<file path="config.mk">
export PLATFORM = sky130hd
export DESIGN_NAME = motor_watchdog
export DESIGN_NICKNAME = d
export VERILOG_FILES = /design/src/rtl/motor_wdt_pkg.sv /design/src/rtl/wdt_sat_counter.sv /design/src/rtl/motor_watchdog.sv
export SDC_FILE = /design/constraint.sdc
export NUM_CORES = 1
export LEC_CHECK = 0
export CAP_MARGIN = 20
export CORE_ASPECT_RATIO = 0.9
export CORE_UTILIZATION = 48
export CTS_CLUSTER_DIAMETER = 200
export DETAILED_ROUTE_END_ITERATION = 7
export PLACE_DENSITY_LB_ADDON = 0.3
export SLEW_MARGIN = 15
export SYNTH_ARGS = -nofsm -noshare
export SYNTH_HDL_FRONTEND = slang
export SYNTH_SLANG_ARGS = --single-unit
</file>
<file path="constraint.sdc">
create_clock -name clk -period 2 [get_ports clk]
set_input_delay 0.6 -clock clk [delete_from_list [all_inputs] [get_ports clk]]
set_output_delay 0.6 -clock clk [all_outputs]
set_load 0.02 [all_outputs]
</file>
<file path="src/rtl/motor_wdt_pkg.sv">
// rtl/motor_wdt_pkg.sv - shared state encoding and default timing for the motor watchdog
package motor_wdt_pkg;

    localparam logic [1:0] ST_IDLE  = 2'd0;
    localparam logic [1:0] ST_ARMED = 2'd1;
    localparam logic [1:0] ST_BITE  = 2'd2;
    localparam logic [1:0] ST_HOLD  = 2'd3;

    localparam int DEF_TIMEOUT  = 1024;
    localparam int DEF_BITE_LEN = 32;
    localparam int DEF_HOLDOFF  = 64;
    localparam int DEF_CNT_W    = 16;
    localparam int DEF_FAULT_W  = 8;
    localparam int DEF_WIN_MIN  = 16;

endpackage

</file>
<file path="src/rtl/wdt_sat_counter.sv">
// rtl/wdt_sat_counter.sv - saturating event counter, sync clear applied before increment
module wdt_sat_counter #(
    parameter int W = 8
) (
    input  logic         clk,
    input  logic         rst,
    input  logic         clear,
    input  logic         inc,
    output logic [W-1:0] count
);

    always_ff @(posedge clk) begin
        if (rst) begin
            count <= '0;
        end else if (clear) begin
            // a clear that coincides with an event still records that event
            count <= inc ? W'(1) : '0;
        end else if (inc && (count != '1)) begin
            count <= count + 1'b1;
        end
    end

endmodule

</file>
<file path="src/rtl/motor_watchdog.sv">
// rtl/motor_watchdog.sv - heartbeat watchdog issuing a fixed-length reset request on timeout
// Optional window check (early kicks bite) enabled by defining MOTOR_WATCHDOG_WINDOW_EN.
module motor_watchdog
    import motor_wdt_pkg::*;
#(
    parameter int TIMEOUT  = DEF_TIMEOUT,
    parameter int BITE_LEN = DEF_BITE_LEN,
    parameter int HOLDOFF  = DEF_HOLDOFF,
    parameter int CNT_W    = DEF_CNT_W,
    parameter int FAULT_W  = DEF_FAULT_W
`ifdef MOTOR_WATCHDOG_WINDOW_EN
    ,
    parameter int WIN_MIN  = DEF_WIN_MIN
`endif
) (
    input  logic               clk,
    input  logic               rst,
    input  logic               enable,
    input  logic               kick,
    input  logic               clear_fault,
    output logic               wdt_rst,
    output logic               fault,
    output logic [FAULT_W-1:0] fault_cnt,
    output logic [1:0]         wd_state
);

    localparam logic [CNT_W-1:0] TO_LAST   = CNT_W'(TIMEOUT - 1);
    localparam logic [CNT_W-1:0] BITE_LAST = CNT_W'(BITE_LEN - 1);
    localparam logic [CNT_W-1:0] HOLD_LAST = CNT_W'(HOLDOFF - 1);

    logic [1:0]       state;
    logic [1:0]       state_nxt;
    logic [CNT_W-1:0] timer;
    logic [CNT_W-1:0] timer_nxt;
    logic             bite_go;
    logic             early_kick;

`ifdef MOTOR_WATCHDOG_WINDOW_EN
    localparam logic [CNT_W-1:0] WIN_LAST = CNT_W'(WIN_MIN - 1);
    assign early_kick = kick && (timer < WIN_LAST);
`else
    assign early_kick = 1'b0;
`endif

    always_comb begin
        state_nxt = state;
        timer_nxt = timer;
        bite_go   = 1'b0;
        case (state)
            ST_IDLE: begin
                timer_nxt = '0;
                if (enable) state_nxt = ST_ARMED;
            end
            ST_ARMED: begin
                if (!enable) begin
                    state_nxt = ST_IDLE;
                    timer_nxt = '0;
                end else if (early_kick) begin
                    bite_go = 1'b1;
                end else if (kick) begin
                    // a kick on the expiry cycle still rescues the system
                    timer_nxt = '0;
                end else if (timer == TO_LAST) begin
                    bite_go = 1'b1;
                end else begin
                    timer_nxt = timer + 1'b1;
                end
                if (bite_go) begin
                    state_nxt = ST_BITE;
                    timer_nxt = '0;
                end
            end
            ST_BITE: begin
                if (timer == BITE_LAST) begin
                    state_nxt = ST_HOLD;
                    timer_nxt = '0;
                end else begin
                    timer_nxt = timer + 1'b1;
                end
            end
            ST_HOLD: begin
                if (timer == HOLD_LAST) begin
                    state_nxt = enable ? ST_ARMED : ST_IDLE;
                    timer_nxt = '0;
                end else begin
                    timer_nxt = timer + 1'b1;
                end
            end
            default: begin
                state_nxt = ST_IDLE;
                timer_nxt = '0;
            end
        endcase
    end

    always_ff @(posedge clk) begin
        if (rst) begin
            state   <= ST_IDLE;
            timer   <= '0;
            wdt_rst <= 1'b0;
            fault   <= 1'b0;
        end else begin
            state   <= state_nxt;
            timer   <= timer_nxt;
            wdt_rst <= (state_nxt == ST_BITE);
            if (bite_go) begin
                fault <= 1'b1;
            end else if (clear_fault) begin
                fault <= 1'b0;
            end
        end
    end

    wdt_sat_counter #(
        .W (FAULT_W)
    ) u_fault_cnt (
        .clk   (clk),
        .rst   (rst),
        .clear (clear_fault),
        .inc   (bite_go),
        .count (fault_cnt)
    );

    assign wd_state = state;

endmodule

</file>
* After elaboration in Yosys (flattened, before gate mapping)
Cells that the tools add are included.
Storage, ports and cells: register bits 28, input bits 5, output and inout bits 12
Operators by class: add/subtract/negate cells 2, eq/ne operators 9, muxes and demuxes 24, reduce and logical (&&, ||, !) cells 4
Operators with widths (number):
- 16-bit two-way mux | 6
- 16-bit case mux with 4 select lines | 1
- 16-bit by 1-bit adder with 16-bit output (second input constant) | 1
- 16-bit by 10-bit == test with 1-bit output (second input constant) | 1
- 16-bit by 5-bit == test with 1-bit output (second input constant) | 1
- 16-bit by 6-bit == test with 1-bit output (second input constant) | 1
- 8-bit two-way mux | 2
- 2-bit two-way mux | 5
- 1-bit two-way mux | 9
- 8-bit by 1-bit adder with 8-bit output (second input constant) | 1
- 8-bit inequality test (second input constant) | 1
- 2-bit case mux with 4 select lines | 1
- 2-bit == test (second input constant) | 3
- 5-bit inequality test (second input constant) | 1
- 2-bit nonzero test | 2
- 2-bit by 1-bit == test with 1-bit output (second input constant) | 1
- 2-bit logical NOT | 1
- 1-bit logical AND | 1

* Logic depth before layout (Yosys ltp)
Gate-level depths: netlist of the first run.
depth in word-level cells 9, mapped depth 8, gate-level depth less buffers 6

* Hierarchy
Synthesis of the first run repeated with hierarchy kept, for this count alone.
Second synthesis, totals: cells, all modules 159, area, all modules 1456.4 um^2
Modules (own cells, without submodules):
- motor_watchdog | instances 1, cells an instance 106, area each 1012.2 um^2
- wdt_sat_counter | instances 1, cells an instance 53, area each 444.2 um^2

* Worst setup path after synthesis of the first run
Ideal clock, no wire load.
path type register to register, start point register u_fault_cnt.count[0], end point register u_fault_cnt.count[0], data arrival time 1949 ps, setup slack -19 ps, stages on the path, launching flop included 7, period minus slack after synthesis 2019 ps, path through dfxtp_1 > ha_1 > nand3_1 > nor3_1 > nor3_1 > or3b_2 > a21oi_1
Between the ends: cells in the longest elaborated chain, start to end 3, elaborated cells between the ends (all ways) 6
Ends and longest elaborated chain:
- from (decl) | RTL line wdt_sat_counter.sv:9 | output logic [W-1:0] count
- from (signal assigned) | RTL line wdt_sat_counter.sv:17 | count <= inc ? W'(1) : '0;
- from (signal assigned) | RTL line wdt_sat_counter.sv:19 | count <= count + 1'b1;
- 8-bit by 1-bit adder with 8-bit output / 8-bit inequality test (equally long branches) | RTL line wdt_sat_counter.sv:19, wdt_sat_counter.sv:18
- 8-bit two-way mux / 1-bit logical AND (equally long branches) | RTL line wdt_sat_counter.sv:18 | end else if (inc && (count != '1)) begin
- 8-bit two-way mux / 2-bit nonzero test (equally long branches)
Parallel ways exist; a longest one is shown, timed or not. The select of a mux whose other input is x is not followed. A chain may end at the register's enable or synchronous reset.

* Worst setup path after layout of the first run
start point input port enable, end point register u_fault_cnt.count[6]
Between the ends: cells in the longest elaborated chain, start to end 5
Ends and longest elaborated chain:
- from (decl) | RTL line motor_watchdog.sv:18 | input logic enable,
- 1-bit two-way mux | RTL line motor_watchdog.sv:55 | if (!enable) begin
- 1-bit two-way mux (2 in series) | RTL line motor_watchdog.sv:49 | case (state)
- 1-bit logical AND | RTL line wdt_sat_counter.sv:18
- 2-bit nonzero test (no source line)
No other way between the ends. The select of a mux whose other input is x is not followed.

==> results list, run 1 <==
* Status: finished with violations
- The worst pin sits at a relative slew slack of 0.728.
- Placer Congestion: 0.819
- Final hold violations: 0
- Crit Path Category: input port to register
- Share of the cycle needed by the critical path after routing: 0.990
- Half-perimeter wire length after detailed placement: 2.13 mm
- In the final routed layout, each cell accounts on average for about 13 um.
- The worst hold path begins at timer[0].
- CP Buf/Inv Count: 1
* Average size of a mapped cell: 8.68 um^2
- In the routed layout, each cell is associated on average with a via count of 5.55.
* Residual antenna-violating net count after detailed routing: 0
* Width of the die: 57.6 um
- Fraction of layout instances using a drive strength above 1: 0.161
- On the worst path, the slowest cell contributes a delay of around 470 ps.
* RSZ-0062 raised after global routing: true
* Count of clock tree sinks: 28
- Routed vias: approximately 1200
- Area added between synthesis and finish: 27.7%
* Hold depth: 1
- Die H: 52.1 um
* Type of element launching the critical path: input port
- For hold timing, the worst endpoint is timer[0].
* Type of the most critical hold path: register to register
* Power density over the cells: 586 nW/um^2
- The kind of cell with the highest combined delay along the critical path is simple AND/OR/NAND/NOR gates.
- TritonCTS created 3 clock buffers.
- Synthesis inferred 28 register bits.
- Total design power: 1000 uW
* Clock tree from TritonCTS: built
- 0 antenna diodes ended up in the layout.
- In this run the number of H-tree levels came out at 1.
- In this run, the number of DRC markers left after iteration 0 of detailed routing was 65.
* Maximum fanout along the worst path: 2
- # setup viols final: 0
- Number of port buffers: 16
* Hold WS: a little under 500 ps
* Initial standard-cell utilization of the core: 0.524
- Global-route wire length before repair: approximately 4.7 mm
- Syn Std Cell Area: 1340 um^2
- Worst skew pair latency: between 300 and 400 ps
- Entering global routing, the biggest net connects 17 pins.
* Reg-to-reg critical path endpoint: timer[15]
- The final count of pins violating max slew came to 0.
- After clock tree synthesis, the clock-pin slew on the worst setup and hold paths is about 160 ps.
* Remaining design rule violation count: 3
- Highest-delay cell along the critical path: clkdlybuf4s50_1
- Minimum clock period: about 2000 ps
- FF-to-FF setup slack: roughly 80 ps
* Transition time of the tightest slew-check pin: 403 ps
* Total setup buffers inserted after CTS: 0
* Floorplan die area: 3000 um^2
- Failing checks: design-rule violations
- Number of rows in the core area: 17
- 17 I/O pins were placed.
- Largest buffer count on any clock path: 2
* Yosys warnings: 0
- Required time reported for the critical path endpoint: 2280 ps
- The first TritonRoute pass finished after 6 iterations.
- Sequential element share of the synthesized area: 0.419
- Number of antenna violations at the first check in global routing: 0
- Number of nets at the end of the flow: 194
* Nets in the synthesized netlist: 161
- Std-Cell Core Area: 2550 um^2
* Gate count after technology mapping: 154
* Largest voltage drop on the vdd net: between 300 and 400 uV
* Clk_skew: 2.85 ps
* Critical register-to-register path startpoint: timer[10]
* Worst slack at placement: -355 ps
- The share of synthesized area in the top cell type comes to 0.419.
- Crit path capture type: register
* Reg2reg path depth: 6
- Root buffer selected by CTS: clkbuf_4
- Across the run, the number of max-cap violations was 0.
- Synthesis instantiated 41 different standard cells from the library.
- In this run the static leakage power is 0.000671 uW.
* Number of global-route vias before repair: around 1000
- Highest attainable clock frequency: just over 500 MHz
* Global-route usage over all layers: 0.205
* Routed WL: 2.87 mm
- After global routing the overflow that remains totals 0.
- WP data arrival: 2260 ps
* Hold bufs inserted after CTS: 0
- Sequence of cells on the critical path: clkdlybuf4s50_1 -> and4bb_2 -> nand3_4 -> or2_1 -> or3_1 -> a211oi_2
- Top area cells in the synthesized netlist: dfxtp_1, xnor2_1, nor2_1, xor2_1, nand3_1
* Final setup margin: roughly 20 ps
- Library cell with the largest summed area after synthesis: dfxtp_1
cell type report:
type                            instances  area (um^2)
Multi-Input combinational cell        115          753
Sequential cell                        28          561
Inverter                                7         26.3
Clock inverter                          1         30.0
Timing Repair Buffer                   32          279
Tap cell                               28         35.0
Clock buffer                            3         22.5
Fill cell                             208          846
logic make-up (layout without fill, tap and decap cells):
logic type	after synthesis	in the layout	share of synthesized area
AOI/OAI and AO/OA	20	20	0.101
xor gates and xnor gates	17	17	0.111
adders and majority gates	2	2	0.0187
buffers and inverters	11	43	0.0328
DFF	28	28	0.419
muxes	1	1	0.00749
and+or+nand+nor	75	75	0.309
synthesized netlist by cell type (all sizes together):
master,n
a211o,1
a211oi,1
a21o,1
a21oi,6
a221oi,1
a2bb2oi,1
a31oi,2
and2,1
and3,5
and4,1
and4bb,1
buf,1
clkbuf,3
dfxtp,28
ha,2
inv,7
mux2i,1
nand2,7
nand2b,2
nand3,11
nand4,3
nor2,22
nor2b,1
nor3,9
nor4,7
o211ai,1
o21a,2
o21ai,1
o21bai,2
o41ai,1
or2,2
or3,1
or3b,1
or4,1
xnor2,10
xor2,7
power breakdown:
part	internal [uW]	total, uW	switching (uW)	leakage, uW
Combinational	25.5	52.0	26.5	0.000417
Sequential	561	565	4.09	0.000226
Clock	203	383	180	0.0000279
worst max path at each step:
| stage | cells after the start | to | slack (ps) | start |
|---|---|---|---|---|
| final | 6 | u_fault_cnt.count[6] | 20 | enable |
| after floorplan | 6 | u_fault_cnt.count[6] | 4 | kick |
| after global routing | 6 | u_fault_cnt.count[6] | -20 | enable |
| after detailed placement | 6 | u_fault_cnt.count[6] | -350 | enable |
| after global placement | 6 | u_fault_cnt.count[6] | -290 | enable |
| after CTS | 1 | fault_cnt[1] | 3 | u_fault_cnt.count[1] |
registers in the layout, summed over array words and instances (netlist names):
signal / cells
fault: 1
timer: 16
u_fault_cnt.count: 8
wd_state: 2
wdt_rst: 1
metal layers:
layer	up-vias	global-route usage	part of all wire
li1	603	-	-
met1	551	0.269	0.49
met2	30	0.324	0.45
met3	4	0.0572	0.049
met4	0	0.0691	0.011
met5	-	0	0
worst register-to-register path, cell delays in order (launching register included):
cell	delay (ps)
dfxtp_1	400
nor4_4	420
nand2_1	150
or4_1	490
o211ai_1	100
buf_4	210
nor2_1	80
cell usage in the layout (no fill, tap or decap), types with 2 or more instances in the layout:
master,count
dlygate4sd2_1,7
nor2_1,22
xnor2_1,10
inv_1,7
nand4_1,3
nand2b_1,2
nand3_1,9
ha_1,2
clkbuf_4,3
dfxtp_1,28
a31oi_1,2
a21oi_1,6
o21a_1,2
clkdlybuf4s50_1,6
nor4_1,5
o21bai_1,2
nor3_1,8
dlymetal6s2s_1,3
nand2_1,7
buf_4,16
xor2_1,7
and3_1,4
metrics by stage:
| stage | std cells | util | instance area [um^2] | TNS, ps |
|---|---|---|---|---|
| finish | 214 | 0.669 | 1710 | 0 |
| global route | 214 | 0.669 | 1710 | -20.0 |
| CTS | 214 | 0.659 | 1680 | 0 |
| detailed placement | 210 | 0.642 | 1640 | -2280 |
| global placement | 210 | 0.642 | 1640 | -2010 |
| floorplan | 154 | - | 1340 | 0 |
what timing repair did:
action | CTS | global route
resized for setup | 7 | 6
hold endpoints to repair | 0 | 0
endpoints found under the setup margin | 7 | 4
No activity file was read; power rests on OpenSTA's default activity.
==> inputs of run 2 (changes only) <==
Settings changed: CORE_ASPECT_RATIO 0.9 to 2.
==> results list, run 2 (synthesized netlist as in run 1, its figures left out) <==
* Routed wire per std cell: 15.5 um (+15%)
* Number of nets at the end of the flow: 195 (+0.52%)
* Number of top-level design ports: 17 (unchanged)
- Transition time of the tightest slew-check pin: 449 ps (+45.7 ps)
- Clock tree from TritonCTS: built
- The delay of the slowest cell on the worst path is 600 ps (+130 ps).
* Worst hold path startpoint: timer[0]
- Die H: 76.6 um (+47%)
- The number of antenna diodes came to 0 (unchanged).
- Static leakage power: 0.000623 uW (-7.2%)
- The detailed-routing iteration count for the pre-antenna-repair pass came to 5 (-1).
- STA classifies the critical path endpoint as an output port.
- Reg2reg path depth: 6 (unchanged)
- Largest buffer count on any clock path: 2 (unchanged)
* Cell total after placement: 210 (unchanged)
- Area added between synthesis and finish: 30.1%
- The post-cts hold buffer count is 0 (unchanged).
- The post-route cell area came to 1740 um^2 (+1.8%).
- The CTS buffer count came to 3 (unchanged).
- The pin count of the biggest net entering global routing came to 16 (-1).
- Final hold violations: 0 (unchanged)
* Setup TNS after final layout: 0 ps (unchanged)
* # setup viols final: 0 (unchanged)
- The clock latency on the worst-skew pair was 280 ps (-60 ps).
- The final count of pins violating max slew is 0 (unchanged).
* Number of antenna violations at the first check in global routing: 0 (unchanged)
- The worst vdd rail ir drop was 482 uV (+23%).
* Number of port buffers: 16 (unchanged)
- The share of final-layout standard cells stronger than drive strength 1 came to 0.176 (+0.0152).
- For hold timing, the worst endpoint is timer[0].
- Minimum clock period: 1940 ps (-36.9 ps)
- The startpoint identified for the worst register-to-register timing path is timer[0].
- Crit Path Category: register to output port
* WP data arrival: 1340 ps (-920 ps)
- Most common library cell in the layout ignoring fill and taps: dfxtp_1
- Reg-to-reg critical path endpoint: u_fault_cnt.count[6]
- Remaining design rule violation count: 0 (-3)
* Global-route wire length before repair: 5.37 mm (+15%)
- The placed wire-length estimate after detailed placement was 2.45 mm (+15%).
- Count of clock tree sinks: 28 (unchanged)
- Floorplan die area: 3010 um^2 (+0.42%)
- Placer Congestion: 0.854 (+4.3%)
- Hold WS: 472 ps (-9.16 ps)
- Initial standard-cell utilization of the core: 0.513 (-0.0101)
* Max transition margin: 0.697 (-0.0309)
* Routed vias: 1239 (+4.3%)
* Sequence of cells on the critical path: buf_4 -> clkdlybuf4s50_1
- Share of the cycle needed by the critical path after routing: 0.972 (-0.0185)
- The highest fanout seen on the critical path came to 5 (+3).
- The total power density per cell area was 557 nW/um^2 (-5.0%).
* Residual antenna-violating net count after detailed routing: 0 (unchanged)
- Number of rows in the core area: 26 (+9)
* Root buffer selected by CTS: clkbuf_8
- Type of element launching the critical path: register
- Commonest cells after routing, fill and taps aside: dfxtp_1, nor2_1, buf_4
- Number of global-route vias before repair: 1254 (+21%)
* FF-to-FF setup slack: 70 ps (about the same)
- H-tree depth reported by CTS: 1 (unchanged)
- Final Non-Filler Cells: 215 (+0.47%)
- The largest clock skew in the final design was 5.52 ps (+2.67 ps).
- Routed WL: 3.33 mm (+16%)
- Global-route usage over all layers: 0.248 (+0.0430)
* Hold depth: 1 (unchanged)
- Std-Cell Core Area: 2600 um^2 (+2.0%)
- Width of the die: 39.3 um (-32%)
- Highest-delay cell along the critical path: clkdlybuf4s50_1
* Required time reported for the critical path endpoint: 1400 ps (-880 ps)
- The placed instance area came to 1640 um^2 (unchanged).
* Type of the most critical hold path: register to register
- Detailed-route vias per instance: 5.76 (+3.8%)
- Register bank with the most flops: timer
* Post-CTS clock slew at the launch and capture registers of the worst setup and hold paths: 90 ps (-70 ps)
- The sum of overflow across all layers after global routing came to 0 (unchanged).
- Reported max-cap violation count: 0 (unchanged)
- The peak clock frequency supported by timing came to 515 MHz (+1.9%).
* Flip-flop count of the largest register after layout: 16 (unchanged)
- The violation count after the first detailed-route iteration was 60 (-7.7%).
- The run finished with clean final reports.
==> run 2: cell count changes in the layout (fill, tap and decap cells not counted), sizes merged <==
cell           before  now
buf                16   17
bufinv              1    0
clkbuf              3    4
clkdlybuf4s50       6   13
dlygate4sd2         7    2
dlymetal6s2s        3    1
==> run 2: area by class of cell <==
cell class,instances,area [um^2]
sequential,28,561
inverter,7,26.3
timing repair buffer,33,292
fill,224,865
tap,28,35.0
clock buffer,4,55.1
multi-input combinational,115,769
==> run 2: what timing repair did <==
item,in CTS,in global routing
pin swaps,3,5
setup endpoints to repair,2,15
gates resized for setup,6,4
setup buffers,0,1
==> run 2: worst max-delay path: cells and delay by family (launching register included) <==
kind,cells,cell delay [ps]
buf+inv,2,730
flops,1,340
==> run 2: through the flow <==
stage                      util  setup WS [ps]  power (uW)
after floorplan               -           4.02         601
after global placement    0.630           -332         628
after detailed placement  0.630           -379         630
after CTS                 0.659           13.0         976
after global routing      0.668          -8.29         999
final                     0.668           56.8         968
==> run 2: worst max path at each step <==
stage,from,end,depth (start not counted)
final,u_fault_cnt.count[0],fault_cnt[0],2
after floorplan,kick,u_fault_cnt.count[6],6
after global placement,enable,u_fault_cnt.count[6],6
after detailed placement,enable,u_fault_cnt.count[6],6
after CTS,kick,u_fault_cnt.count[6],6
after global routing,timer[0],u_fault_cnt.count[6],6
==> run 2: routing by layer <==
metal | part of all wire | vias up | track usage
li1 | - | 609 | -
met4 | 0.029 | 0 | 0.138
met2 | 0.59 | 35 | 0.458
met3 | 0.033 | 12 | 0.0262
met5 | 0 | - | 0
met1 | 0.35 | 583 | 0.235
==> run 2: power by group <==
| group | internal, uW | switching [uW] |
|---|---|---|
| logic | 23.7 | 28.8 |
| registers | 560 | 4.71 |
| clock network | 176 | 174 |
